--- src/rtl/unified_mem_arbiter_if.sv ---
// Requester and memory-side signals of the unified memory arbiter.
// The slave modport is the arbiter's view; master is the requester/memory environment.
interface unified_mem_arbiter_if #(
  parameter int ADDR_W = 8,
  parameter int DATA_W = 32
);
  logic              if_req;
  logic [ADDR_W-1:0] if_addr;
  logic              if_gnt;
  logic              if_rvalid;
  logic [DATA_W-1:0] if_rdata;

  logic              dm_req;
  logic              dm_we;
  logic [ADDR_W-1:0] dm_addr;
  logic [DATA_W-1:0] dm_wdata;
  logic              dm_gnt;
  logic              dm_rvalid;
  logic [DATA_W-1:0] dm_rdata;

  logic              halt_in;

  logic              mem_en;
  logic              mem_we;
  logic [ADDR_W-1:0] mem_addr;
  logic [DATA_W-1:0] mem_wdata;
  logic [DATA_W-1:0] mem_rdata;

  logic              busy;

  modport slave (
    input  if_req, if_addr, dm_req, dm_we, dm_addr, dm_wdata, halt_in, mem_rdata,
    output if_gnt, if_rvalid, if_rdata, dm_gnt, dm_rvalid, dm_rdata,
    output mem_en, mem_we, mem_addr, mem_wdata, busy
  );

  modport master (
    output if_req, if_addr, dm_req, dm_we, dm_addr, dm_wdata, halt_in, mem_rdata,
    input  if_gnt, if_rvalid, if_rdata, dm_gnt, dm_rvalid, dm_rdata,
    input  mem_en, mem_we, mem_addr, mem_wdata, busy
  );
endinterface

--- src/rtl/unified_mem_arbiter.sv ---
// Arbitrates one single-port memory between fetch (IF) and load/store (DM), DM first with IF anti-starvation.
// Defining ARB_PERF_CNT_EN adds the if_stall_cnt / dm_grant_cnt performance counters.
module unified_mem_arbiter #(
  parameter int ADDR_W     = 8,
  parameter int DATA_W     = 32,
  parameter int STARVE_MAX = 4
) (
  input  logic clk1,
  input  logic reset,
  unified_mem_arbiter_if.slave bus
`ifdef ARB_PERF_CNT_EN
  ,
  output logic [15:0] if_stall_cnt,
  output logic [15:0] dm_grant_cnt
`endif
);

  typedef enum logic [1:0] {
    TAG_NONE = 2'd0,
    TAG_IF   = 2'd1,
    TAG_DM   = 2'd2
  } tag_t;

  localparam logic [3:0] STARVE_LIM = 4'(STARVE_MAX);

  logic [3:0] starve_cnt;
  tag_t       rsp_tag;
  logic       if_wins;
  logic       grant_any;

  // IF beats DM only when DM is idle or IF has been starved long enough
  assign if_wins    = bus.if_req && (!bus.dm_req || starve_cnt == STARVE_LIM);
  assign bus.if_gnt = !bus.halt_in && if_wins;
  assign bus.dm_gnt = !bus.halt_in && bus.dm_req && !if_wins;
  assign grant_any  = bus.if_gnt || bus.dm_gnt;

  assign bus.if_rdata = bus.mem_rdata;
  assign bus.dm_rdata = bus.mem_rdata;

  always_ff @(posedge clk1 or posedge reset) begin
    if (reset) begin
      starve_cnt <= '0;
    end else if (!bus.if_req || bus.if_gnt) begin
      starve_cnt <= '0;
    end else if (starve_cnt != STARVE_LIM) begin
      starve_cnt <= starve_cnt + 4'd1;
    end
  end

  always_ff @(posedge clk1 or posedge reset) begin
    if (reset) begin
      bus.mem_en    <= 1'b0;
      bus.mem_we    <= 1'b0;
      bus.mem_addr  <= '0;
      bus.mem_wdata <= '0;
      rsp_tag       <= TAG_NONE;
    end else begin
      bus.mem_en <= grant_any;
      bus.mem_we <= bus.dm_gnt && bus.dm_we;
      if (bus.dm_gnt) begin
        bus.mem_addr  <= bus.dm_addr;
        bus.mem_wdata <= bus.dm_wdata;
      end else if (bus.if_gnt) begin
        bus.mem_addr  <= bus.if_addr;
        bus.mem_wdata <= '0;
      end
      if (bus.dm_gnt && !bus.dm_we) begin
        rsp_tag <= TAG_DM;
      end else if (bus.if_gnt) begin
        rsp_tag <= TAG_IF;
      end else begin
        rsp_tag <= TAG_NONE;
      end
    end
  end

  // The tag rides one stage behind the command so rvalid lines up with mem_rdata
  always_ff @(posedge clk1 or posedge reset) begin
    if (reset) begin
      bus.if_rvalid <= 1'b0;
      bus.dm_rvalid <= 1'b0;
      bus.busy      <= 1'b0;
    end else begin
      bus.if_rvalid <= (rsp_tag == TAG_IF);
      bus.dm_rvalid <= (rsp_tag == TAG_DM);
      bus.busy      <= grant_any || (rsp_tag != TAG_NONE);
    end
  end

`ifdef ARB_PERF_CNT_EN
  always_ff @(posedge clk1 or posedge reset) begin
    if (reset) begin
      if_stall_cnt <= '0;
      dm_grant_cnt <= '0;
    end else begin
      if (bus.if_req && !bus.if_gnt && if_stall_cnt != 16'hFFFF) begin
        if_stall_cnt <= if_stall_cnt + 16'd1;
      end
      if (bus.dm_gnt && dm_grant_cnt != 16'hFFFF) begin
        dm_grant_cnt <= dm_grant_cnt + 16'd1;
      end
    end
  end
`endif

endmodule
--- src/flat_wrapper.sv ---
// flat-port wrapper written by rule: the top's interface ports become plain ports
module unified_mem_arbiter_flat 
#(
  parameter int ADDR_W     = 8,
  parameter int DATA_W     = 32,
  parameter int STARVE_MAX = 4
)
  (clk1, reset, bus_if_req, bus_if_addr, bus_dm_req, bus_dm_we, bus_dm_addr, bus_dm_wdata, bus_halt_in, bus_mem_rdata, bus_if_gnt, bus_if_rvalid, bus_if_rdata, bus_dm_gnt, bus_dm_rvalid, bus_dm_rdata, bus_mem_en, bus_mem_we, bus_mem_addr, bus_mem_wdata, bus_busy);
  unified_mem_arbiter_if #(.ADDR_W(ADDR_W), .DATA_W(DATA_W)) bus_i ();
  input  logic clk1;
  input  logic reset;
  input wire logic [$bits(bus_i.if_req)-1:0] bus_if_req;
  input wire logic [$bits(bus_i.if_addr)-1:0] bus_if_addr;
  input wire logic [$bits(bus_i.dm_req)-1:0] bus_dm_req;
  input wire logic [$bits(bus_i.dm_we)-1:0] bus_dm_we;
  input wire logic [$bits(bus_i.dm_addr)-1:0] bus_dm_addr;
  input wire logic [$bits(bus_i.dm_wdata)-1:0] bus_dm_wdata;
  input wire logic [$bits(bus_i.halt_in)-1:0] bus_halt_in;
  input wire logic [$bits(bus_i.mem_rdata)-1:0] bus_mem_rdata;
  output wire logic [$bits(bus_i.if_gnt)-1:0] bus_if_gnt;
  output wire logic [$bits(bus_i.if_rvalid)-1:0] bus_if_rvalid;
  output wire logic [$bits(bus_i.if_rdata)-1:0] bus_if_rdata;
  output wire logic [$bits(bus_i.dm_gnt)-1:0] bus_dm_gnt;
  output wire logic [$bits(bus_i.dm_rvalid)-1:0] bus_dm_rvalid;
  output wire logic [$bits(bus_i.dm_rdata)-1:0] bus_dm_rdata;
  output wire logic [$bits(bus_i.mem_en)-1:0] bus_mem_en;
  output wire logic [$bits(bus_i.mem_we)-1:0] bus_mem_we;
  output wire logic [$bits(bus_i.mem_addr)-1:0] bus_mem_addr;
  output wire logic [$bits(bus_i.mem_wdata)-1:0] bus_mem_wdata;
  output wire logic [$bits(bus_i.busy)-1:0] bus_busy;
  assign bus_i.if_req = bus_if_req;
  assign bus_i.if_addr = bus_if_addr;
  assign bus_i.dm_req = bus_dm_req;
  assign bus_i.dm_we = bus_dm_we;
  assign bus_i.dm_addr = bus_dm_addr;
  assign bus_i.dm_wdata = bus_dm_wdata;
  assign bus_i.halt_in = bus_halt_in;
  assign bus_i.mem_rdata = bus_mem_rdata;
  assign bus_if_gnt = bus_i.if_gnt;
  assign bus_if_rvalid = bus_i.if_rvalid;
  assign bus_if_rdata = bus_i.if_rdata;
  assign bus_dm_gnt = bus_i.dm_gnt;
  assign bus_dm_rvalid = bus_i.dm_rvalid;
  assign bus_dm_rdata = bus_i.dm_rdata;
  assign bus_mem_en = bus_i.mem_en;
  assign bus_mem_we = bus_i.mem_we;
  assign bus_mem_addr = bus_i.mem_addr;
  assign bus_mem_wdata = bus_i.mem_wdata;
  assign bus_busy = bus_i.busy;
  unified_mem_arbiter #(.ADDR_W(ADDR_W), .DATA_W(DATA_W), .STARVE_MAX(STARVE_MAX)) u_core (.clk1(clk1), .reset(reset), .bus(bus_i));
endmodule
--- config.mk ---
export PLATFORM = sky130hd
export DESIGN_NAME = unified_mem_arbiter_flat
export DESIGN_NICKNAME = d
export VERILOG_FILES = /design/src/rtl/unified_mem_arbiter_if.sv /design/src/rtl/unified_mem_arbiter.sv /design/src/flat_wrapper.sv
export SDC_FILE = /design/constraint.sdc
export NUM_CORES = 1
export LEC_CHECK = 0
export ABC_AREA = 1
export CORE_MARGIN = 2
export CORE_UTILIZATION = 31
export DETAILED_ROUTE_END_ITERATION = 12
export PLACE_DENSITY_LB_ADDON = 0.1
export SLEW_MARGIN = 20
export SYNTH_ARGS = -nofsm -noshare
export SYNTH_HDL_FRONTEND = slang
export SYNTH_SLANG_ARGS = --single-unit
--- constraint.sdc ---
create_clock -name clk1 -period 1.7 [get_ports clk1]
set_input_delay 0.51 -clock clk1 [delete_from_list [all_inputs] [get_ports clk1]]
set_output_delay 0.51 -clock clk1 [all_outputs]
set_load 0.02 [all_outputs]
==> qor.csv <==
stage;metric;value;unit
synth;Simple-Gate Fraction of Synth Area;24.41;%
cells_and_area;post-route cell area;0.003476;mm²
power_and_ir_drop;Max VDD drop;0.3424;mV
grt;global-route wire length before repair;9073;µm
worst_setup_path;Critical Path AT;1.37;ns
drt;DRT iter0 DRCs;33;
grt;largest net degree at the start of global routing;33;
drt;number of routed nets with antenna violations;0;
synth;synth warn;0;
flow_run;max_cap viols;0;
sta;final setup fails;2;
clock_tree;H-Tree Depth;2;
drt;WL/cell;11.92;µm
grt;grt ovf;0;
synth;synthesized area;0.002650;mm²
synth;Async SR Flop Fraction;100.0;%
die;Starting Density;32.09;%
worst_setup_path;reg2reg start;u_core.starve_cnt[0];
synth;sequential area share after synthesis;48.16;%
die;Die Area;0.009305;mm²
sta;Final min period;1.881;ns
synth;Synth Area in Compound Gates;1.086;%
sta;Max Slew Vio Count;0;
cells_and_area;most common cell after layout, fill and taps aside;nand2_1;
drt;Post-Route WL;5649;µm
cells_and_area;Filler cells;854;
power_and_ir_drop;PD cells;847.5;mW/mm²
sta;clk_skew;0.003513;ns
synth;Synth Register Bits;51;
cells_and_area;layout net count;457;
drt;DRT Pass-1 Iters;4;
clock_tree;Clk Latency, worst-skew pair;0.29;ns
worst_setup_path;CP startpoint;bus_if_req;
worst_setup_path;r2r worst-path depth;10;
cells_and_area;ANT cells;0;
cells_and_area;most frequent cells in the layout;nand2_1, clkdlybuf4s50_1, dfrtp_1, dlygate4sd2_1, inv_1;
sta;Hold Fails Final Rpt;0;
synth;mux contribution to synthesized area;0;%
synth;Mapped Cells;317;
power_and_ir_drop;static leakage;0.001922;µW
placement;Port Buffer Count;100;
placement;dpl cell area;0.003392;mm²
drt;Vias/cell;4.082;
worst_setup_path;r2r setup slk;0.25;ns
die;Die Y;96.46;µm
grt;antenna violations before repair;0;
sta;worst slew pin tran;0.3332;ns
clock_tree;Clock Sink Count;51;
placement;Post-DP HPWL;4070;µm
placement;GP Congestion;0.7494;
worst_setup_path;CP endpoint;bus_dm_gnt;
drt;Remaining DRCs;0;
worst_setup_path;crit-path max FO;3;
synth;synth unique cells;20;
cells_and_area;Seq. cell area;0.001276;mm²
die;Die X;96.46;µm
clock_tree;TritonCTS Buffers;5;
sta;final worst setup slack;-0.1811;ns
drt;Via Count;1935;
sta;period utilisation layout;110.7;%
die;Site Rows;33;
sta;Max Clk Rate;531.6;MHz
grt;vias in the first global route;1938;
worst_setup_path;Setup Crit Path Kind;input port to output pin;
clock_tree;clock slew seen by the registers of the worst setup and hold paths;0.09;ns
worst_setup_path;required time worst endpoint;1.19;ns
power_and_ir_drop;total power;2946;µW
synth;Post-synth EDFFs;0;
clock_tree;Post-CTS Hold Fix Bufs;0;
grt;gr usage total;12.49;%
die;# IOs;197;
synth;main combinational cell family by area after synthesis;buffers and inverters;
sta;RSZ-0062 raised after global routing;true;
synth;syn nets;405;
worst_setup_path;capturing point of the worst reg2reg path;u_core.bus.mem_wdata[17];
sta;Slew headroom;77.79;%
synth;Mean Syn Cell Area;8.360;µm²
synth;adder-cell area share of the yosys netlist;0.9443;%
outcome;outcome;finished with violations;
clock_tree;CTS tree;yes;
synth;xor/xnor share of the synthesized area;0.3305;%
die;Core ar.;0.008258;mm²
clock_tree;CTS Root Cell;clkbuf_8;
clock_tree;clock buffer depth;2;
cells_and_area;share of layout cells above drive strength 1;11.11;%
synth;Main synth FF type;dfrtp_1;
cells_and_area;post-layout util;42.09;%
cells_and_area;Multi-input gate area;749.5;µm²
outcome;failing checks;setup timing;
worst_hold_path;Hold/Removal Path Class;flip-flop to flip-flop;
worst_setup_path;Critical Path Start Type;input port;
cells_and_area;layout overhead on the synthesized area;31.16;%
worst_setup_path;Worst Setup End Kind;output pin;
## layer usage
| metal | GRT usage (%) | routed length (µm) | vias up | part of all wire (%) |
|---|---|---|---|---|
| li1 | - | - | 987 | - |
| met1 | 17.16 | 2689 | 850 | 48 |
| met2 | 19.10 | 2331 | 84 | 41 |
| met3 | 3.724 | 569 | 14 | 10 |
| met4 | 3.638 | 59 | 0 | 1.0 |
| met5 | 0 | 0 | - | 0 |
## worst min path at each step
stage,startpoint,slack [ns],end,cells after the start
6_report,u_core.rsp_tag[0],0.42,u_core.bus.dm_rvalid,1
5_1_grt,u_core.rsp_tag[1],0.44,u_core.bus.if_rvalid,1
4_1_cts,u_core.rsp_tag[0],0.43,u_core.bus.dm_rvalid,1
3_5_place_dp,u_core.rsp_tag[0],0.42,u_core.bus.dm_rvalid,1
3_3_place_gp,u_core.rsp_tag[0],0.41,u_core.bus.dm_rvalid,1
2_1_floorplan,u_core.rsp_tag[0],0.40,u_core.bus.dm_rvalid,1
## sequential cells by signal, summed over array words and instances (netlist names)
name / flops
u_core.bus.mem_en: 1
u_core.bus.busy: 1
u_core.rsp_tag: 2
u_core.bus.mem_we: 1
u_core.bus.dm_rvalid: 1
u_core.bus.mem_wdata: 32
u_core.bus.mem_addr: 8
u_core.bus.if_rvalid: 1
u_core.starve_cnt: 4
## cell families (layout without fill, tap and decap cells)
| group | count (synthesis) | count (layout) |
|---|---|---|
| AND/OR/NAND/NOR | 157 | 157 |
| adder cells (fa/ha/maj) | 2 | 2 |
| flip-flops | 51 | 51 |
| buffers and inverters | 101 | 153 |
| AO/OA/AOI/OAI | 5 | 5 |
| XOR/XNOR | 1 | 1 |
## synthesized netlist by cell type, types with 2 or more instances
cell type	instances	share of area, %
buf_2	4	0.76
nand2_4	2	0.85
a21oi_1	3	0.57
nand2_1	125	18
ha_1	2	0.94
nor2_1	7	0.99
buf_6	5	2.1
nand3_1	19	3.6
inv_1	24	3.4
dfrtp_1	51	48
inv_2	3	0.42
buf_4	64	18
## critical path, stage by stage
cell             delay, ns
clkdlybuf4s50_1       0.53
nand2_4               0.09
nand2_4               0.09
inv_4                 0.03
buf_6                 0.12
## where the power goes
part | internal, µW | total (µW) | leakage, µW | switching, µW
combinational | 345 | 749 | 0.00121 | 404
clock | 432 | 807 | 0.0000513 | 375
sequential | 1330 | 1390 | 0.000661 | 58.3
## per-stage QoR
step	worst slack [ns]	setup TNS, ns	hold slack (ns)	instances
after floorplan	-0.02896	-0.02896	0.4012	317
final	-0.1811	-0.3424	0.4223	474
after global placement	-0.7312	-7.911	0.4110	466
after CTS	-0.1617	-0.3194	0.4274	473
after detailed placement	-0.7594	-9.562	0.4154	466
after global routing	-0.2329	-0.4435	0.4448	474
## area by class of cell
class                      instances  share of cell area [%]
clock buffer                       6                   2.088
clock inverter                     1                  0.8639
inverter                          28                   3.204
multi-input combinational        165                   21.56
sequential                        51                   36.72
tap                              105                   3.780
timing repair buffer             118                   31.79
## what timing repair did
item | 4_1_cts | 5_1_grt
setup buffers | 0 | 1
resized for setup | 63 | 3
endpoints found under the setup margin | 47 | 2
pin swaps | 2 | 1
Power figures use the tool's default switching activity.
